<file path="src/rtl/branch_resolve_queue_pkg.sv">
// Shared definitions for the branch resolve queue.
// Entry layout, PC increment and default queue depth.
package branch_resolve_queue_pkg;

    localparam int BRQ_ENTRY_W   = 65;
    localparam int BRQ_PRED_OFF  = 0;
    localparam int BRQ_TGT_LSB   = 1;
    localparam int BRQ_PC_LSB    = 33;
    localparam int BRQ_DEPTH_DEF = 4;

    localparam logic [31:0] PC_INC = 32'd4;

    typedef struct packed {
        logic [31:0] pc;
        logic [31:0] target;
        logic        pred_taken;
    } brq_entry_t;

    function automatic logic [31:0] fall_through(input logic [31:0] pc);
        return pc + PC_INC;
    endfunction

endpackage

</file>
<file path="src/rtl/brq_fifo.sv">
// Register-array FIFO holding in-flight branches.
// Flush empties the queue while still consuming the head entry.
module brq_fifo import branch_resolve_queue_pkg::*; #(
    parameter int DEPTH = BRQ_DEPTH_DEF,
    parameter int W     = BRQ_ENTRY_W
) (
    input  logic         clk,
    input  logic         rst_n,
    input  logic         push,
    input  logic         pop,
    input  logic         flush,
    input  logic [W-1:0] wdata,
    output logic [W-1:0] rdata,
    output logic         full,
    output logic         empty
);

    localparam int PW = $clog2(DEPTH);
    localparam int CW = PW + 1;

    logic [W-1:0]  mem [DEPTH];
    logic [PW-1:0] wr_ptr;
    logic [PW-1:0] rd_ptr;
    logic [CW-1:0] count;
    logic          push_ok;
    logic          pop_ok;

    assign full    = (count == CW'(DEPTH));
    assign empty   = (count == '0);
    assign pop_ok  = pop && !empty;
    // A push into a full queue is legal when the head leaves the same cycle
    assign push_ok = push && !flush && (!full || pop_ok);
    assign rdata   = mem[rd_ptr];

    always_ff @(posedge clk) begin
        if (push_ok) begin
            mem[wr_ptr] <= wdata;
        end
    end

    always_ff @(posedge clk) begin
        if (!rst_n) begin
            wr_ptr <= '0;
            rd_ptr <= '0;
            count  <= '0;
        end else begin
            if (pop_ok) begin
                rd_ptr <= rd_ptr + PW'(1);
            end
            if (flush) begin
                count  <= '0;
                wr_ptr <= rd_ptr + PW'(1);
            end else begin
                if (push_ok) begin
                    wr_ptr <= wr_ptr + PW'(1);
                end
                count <= count + CW'(push_ok) - CW'(pop_ok);
            end
        end
    end

endmodule

</file>
<file path="src/rtl/branch_resolve_queue.sv">
// Tracks branches from decode to memory stage, flags mispredicts,
// drives predictor updates and keeps saturating hit/miss statistics.
module branch_resolve_queue import branch_resolve_queue_pkg::*; #(
    parameter int DEPTH = BRQ_DEPTH_DEF,
    parameter int CNT_W = 32
) (
    input  logic             clk,
    input  logic             rst_n,
    input  logic             branch_decode_sig,
    input  logic             pred_taken,
    input  logic [31:0]      push_pc,
    input  logic [31:0]      push_target,
    input  logic             branch_mem_sig,
    input  logic             actual_taken,
    output logic             mispredict,
    output logic [31:0]      redirect_pc,
    output logic             update_valid,
    output logic [31:0]      update_branch_addr,
    output logic             update_decision,
    output logic             q_full,
    output logic             q_empty,
    output logic             err_overflow,
    output logic             err_underflow,
    output logic [CNT_W-1:0] stat_branches,
    output logic [CNT_W-1:0] stat_mispredicts
);

    brq_entry_t push_entry;
    brq_entry_t head;
    logic       pop_ok;
    logic       mis;
    logic       ovf;
    logic       unf;

    assign push_entry = '{pc: push_pc,
                          target: push_target,
                          pred_taken: pred_taken};

    assign pop_ok = branch_mem_sig && !q_empty;
    assign mis    = pop_ok && (head.pred_taken ^ actual_taken);
    assign ovf    = branch_decode_sig && q_full && !pop_ok;
    assign unf    = branch_mem_sig && q_empty;

    brq_fifo #(
        .DEPTH (DEPTH),
        .W     (BRQ_ENTRY_W)
    ) u_fifo (
        .clk   (clk),
        .rst_n (rst_n),
        .push  (branch_decode_sig),
        .pop   (branch_mem_sig),
        .flush (mis),
        .wdata (push_entry),
        .rdata (head),
        .full  (q_full),
        .empty (q_empty)
    );

    always_ff @(posedge clk) begin
        if (!rst_n) begin
            mispredict         <= 1'b0;
            redirect_pc        <= '0;
            update_valid       <= 1'b0;
            update_branch_addr <= '0;
            update_decision    <= 1'b0;
            err_overflow       <= 1'b0;
            err_underflow      <= 1'b0;
            stat_branches      <= '0;
            stat_mispredicts   <= '0;
        end else begin
            mispredict   <= mis;
            update_valid <= pop_ok;
            if (pop_ok) begin
                update_branch_addr <= head.pc;
                update_decision    <= actual_taken;
                if (stat_branches != '1) begin
                    stat_branches <= stat_branches + CNT_W'(1);
                end
            end
            if (mis) begin
                redirect_pc <= actual_taken ? head.target
                                            : fall_through(head.pc);
                if (stat_mispredicts != '1) begin
                    stat_mispredicts <= stat_mispredicts + CNT_W'(1);
                end
            end
            if (ovf) begin
                err_overflow <= 1'b1;
            end
            if (unf) begin
                err_underflow <= 1'b1;
            end
        end
    end

endmodule

</file>
<file path="config.mk">
export PLATFORM = sky130hd
export DESIGN_NAME = branch_resolve_queue
export DESIGN_NICKNAME = d
export VERILOG_FILES = /design/src/rtl/branch_resolve_queue_pkg.sv /design/src/rtl/brq_fifo.sv /design/src/rtl/branch_resolve_queue.sv
export SDC_FILE = /design/constraint.sdc
export NUM_CORES = 1
export LEC_CHECK = 0
export ABC_CLOCK_PERIOD_IN_PS = 3600
export CAP_MARGIN = 20
export CORE_ASPECT_RATIO = 0.9
export CORE_MARGIN = 5
export CORE_UTILIZATION = 30
export CTS_CLUSTER_SIZE = 20
export DETAILED_ROUTE_END_ITERATION = 12
export SYNTH_ARGS = -nofsm -noshare
export SYNTH_HDL_FRONTEND = slang
export SYNTH_SLANG_ARGS = --single-unit
export TNS_END_PERCENT = 30
</file>
<file path="constraint.sdc">
create_clock -name clk -period 3.6 [get_ports clk]
set_clock_uncertainty 0.05 [all_clocks]
set_input_delay 0.72 -clock clk [delete_from_list [all_inputs] [get_ports clk]]
set_output_delay 0.72 -clock clk [all_outputs]
set_load 0.01 [all_outputs]
</file>
==> impl_metrics.env <==
export IMPL_cts_htree_levels=2
export IMPL_drc=0
export IMPL_drive_above_1_share_pct=13.1
export IMPL_ys_flop_type="edfxtp_1"
export IMPL_rsz0062_at_grt="false"
export IMPL_final_nets=1525
export IMPL_register_area_um2=10700
export IMPL_grt_max_degree=63
export IMPL_seqPwrFrac_pct=41.1
export IMPL_place_hpwl_mm=32.1
export IMPL_antenna_found_initial=4
export IMPL_combinationalPowerShare_pct=26.5
export IMPL_setup_viol=0
export IMPL_max_freq_mhz=349
export IMPL_hold_path_class="flop to flop"
export IMPL_cts_hold_buf=0
export IMPL_r2r_end="redirect_pc[20]"
export IMPL_syn_area_per_cell_um2=13.5
export IMPL_whs_ps=407
export IMPL_wirelength_mm=46.6
export IMPL_via_count=11430
export IMPL_core_um2=54300
export IMPL_grt_overflow_total=0
export IMPL_max_slew_margin_pct=29.2
export IMPL_ys_seq_elements=402
export IMPL_min_path_cells=2
export IMPL_gp_congestion=0.799
export IMPL_fin_crit_sh_pct=79.5
export IMPL_worstSkewPairLatency_ps=580
export IMPL_ant_nets=0
export IMPL_worstSetupPathType="flop to flop"
export IMPL_fin_total_pwr_mw=14.6
export IMPL_cts_tree="yes"
export IMPL_rows=81
export IMPL_p_leak_nw=6.58
export IMPL_post_cts_buffers=0
export IMPL_p_per_area_nw_per_um2=690
export IMPL_mostFrequentLayoutCells="edfxtp_1 (260), clkdlybuf4s50_1 (203), dfxtp_1 (140)"
export IMPL_grt_pass1_vias=11273
export IMPL_stdcell_area_um2=21100
export IMPL_drv_cap=0
export IMPL_cp_arrival_ps=3280
export IMPL_multi_input_area_um2=5420
export IMPL_rrSetupSlack_ps=740
export IMPL_status="complete, no violations"
export IMPL_stdcell_count=2185
export IMPL_wl_per_cell_um=21.3
export IMPL_syn_area_um2=16500
export IMPL_switching_share_pct=30.0
export IMPL_synthArstFlopShare_pct=0
export IMPL_cts_resized=0
export IMPL_io_buffers=204
export IMPL_holdPathEnd="update_branch_addr[21]"
export IMPL_synth_edff_count=260
export IMPL_clock_power_share_pct=32.4
export IMPL_ir_drop_mv=0.325
export IMPL_startpoint_type="flop"
export IMPL_ys_seq_area_share_pct=64.6
export IMPL_drtIter0Drc=841
export IMPL_p_sw_mw=4.38
export IMPL_cts_buffers_inserted=42
export IMPL_p_int_mw=10.2
export IMPL_area_growth_syn_to_layout_pct=28.2
export IMPL_mostFrequentLayoutCell="edfxtp_1"
export IMPL_path_clk_slew_ps=60
export IMPL_reg2regPathDepth=7
export IMPL_track_usage_pct=15.2
export IMPL_utilization_pct=38.9
export IMPL_min_delay_start="update_branch_addr[21]"
export IMPL_synth_warning_count=0
export IMPL_place_inst=2106
export IMPL_cts_sinks=402
export IMPL_period_minus_slack_ps=2860
export IMPL_clockBufferDepth=3
export IMPL_die_width_um=257
export IMPL_initial_core_util_pct=30.3
export IMPL_fillers=5060
export IMPL_routed_via_density=5.23
export IMPL_syn_nets=1301
export IMPL_firstDrtPassIters=5
export IMPL_placed_area_um2=19600
export IMPL_tightest_slew_ps=1050
export IMPL_root_buffer="clkbuf_16"
export IMPL_synthCells=1221
export IMPL_required_ps=4020
export IMPL_ioPinCount=205
export IMPL_drv_slew=0
export IMPL_die_h_um=232
export IMPL_critPathCaptureType="flop"
export IMPL_crit_fanout=45
export IMPL_hold_viol=0
export IMPL_grt_first_pass_wirelength_mm=70.4
export IMPL_synth_cell_type_count=59
export IMPL_die_area_um2=59700
worst max-delay path, stage by stage (launching register included):
cell      delay (ps)
dfxtp_4          360
buf_12           340
mux4_2           380
ha_1             210
nand3_2          150
or4_1            530
or3_1            380
a311oi_1         310
metal layers:
layer	up-vias	wire [um]	global-route usage [%]
li1	5235	-	-
met1	5731	20200	20.6
met2	385	22000	24.6
met3	75	3200	3.25
met4	4	1190	4.46
met5	-	26	0
state kept, by name, summed over array words and instances (netlist names), named ones only:
register	cells
stat_mispredicts	32
stat_branches	32
mispredict	1
u_fifo.count	3
err_overflow	1
update_valid	1
u_fifo.mem	260
redirect_pc	32
update_decision	1
update_branch_addr	32
u_fifo.rd_ptr	2
u_fifo.wr_ptr	2
err_underflow	1
Yosys cell counts, types with 2 or more instances:
library cell    n  area (um^2)
edfxtp_1      260         7810
dfxtp_1       142         2840
nand2_1       123          462
a21oi_1       101          505
mux4_2         59         1330
nand3_1        45          225
clkbuf_1       44          165
or4_1          37          278
nor2_1         35          131
o31ai_1        35          263
o21ai_0        34          170
inv_1          29          109
nor3_1         28          140
or3_1          25          156
nand4_1        24          150
xnor2_1        16          140
nor4_1         14         87.6
a211oi_1       13         97.6
and4_1         12          105
and3_1         11         68.8
o211ai_1       11         82.6
buf_2          10         50.1
ha_1            9          113
mux2i_1         9         90.1
nand2b_1        9         56.3
and2_1          7         43.8
buf_4           7         52.6
a31oi_1         6         37.5
buf_1           6         22.5
mux4_1          6          158
a311oi_1        5         43.8
nand3b_1        5         37.5
a2111oi_0       3         26.3
a31o_2          3         26.3
nor4b_1         3         26.3
o21a_1          3         22.5
o31a_1          3         26.3
o32ai_1         3         26.3
xor2_1          3         26.3
buf_6           2         22.5
o41ai_1         2         17.5
or2_2           2         12.5
kinds of logic after synthesis:
| family | count (synthesis) | share of synthesized area (%) |
|---|---|---|
| flops | 402 | 64.6 |
| simple gates | 386 | 12.5 |
| compound gates | 230 | 8.62 |
| buf+inv | 99 | 2.68 |
| mux | 74 | 9.57 |
| xor+xnor | 20 | 1.18 |
| fa+ha+maj | 10 | 0.805 |
power by group through the flow:
stage          sequential, mW  clock [mW]  combinational [mW]
2_1_floorplan            6.07           0                2.21
3_3_place_gp             6.06           0                3.86
3_5_place_dp             6.09           0                3.91
4_1_cts                  6.00        4.83                3.92
5_1_grt                  6.05        5.03                4.18
6_report                 6.00        4.72                3.86
worst max path at each step:
| stage | startpoint | end | slack (ps) | cells past startpoint |
|---|---|---|---|---|
| after floorplan | flop | u_fifo.mem[2][0] | -150 | 6 |
| after global placement | branch_mem_sig | u_fifo.count[2] | 380 | 10 |
| after detailed placement | branch_mem_sig | u_fifo.count[2] | 390 | 10 |
| after CTS | flop | redirect_pc[30] | 700 | 8 |
| after global routing | flop | redirect_pc[30] | 550 | 8 |
| final | flop | redirect_pc[20] | 740 | 7 |
metrics by stage:
stage | TNS, ps | setup WS, ps
floorplan | -19130 | -147
global placement | 0 | 378
detailed placement | 0 | 386
CTS | 0 | 698
global route | 0 | 546
finish | 0 | 738
cell type report:
| class | count | share of cell area (%) |
|---|---|---|
| diodes | 2 | 0.0237 |
| well taps | 705 | 4.18 |
| flip-flops and latches | 402 | 50.5 |
| multi-input cells | 720 | 25.7 |
| inverters | 29 | 0.527 |
| repair buffers | 250 | 12.0 |
| clock buffers | 60 | 5.73 |
| clock inverters | 17 | 1.45 |
No activity file was read; power rests on OpenSTA's default activity.
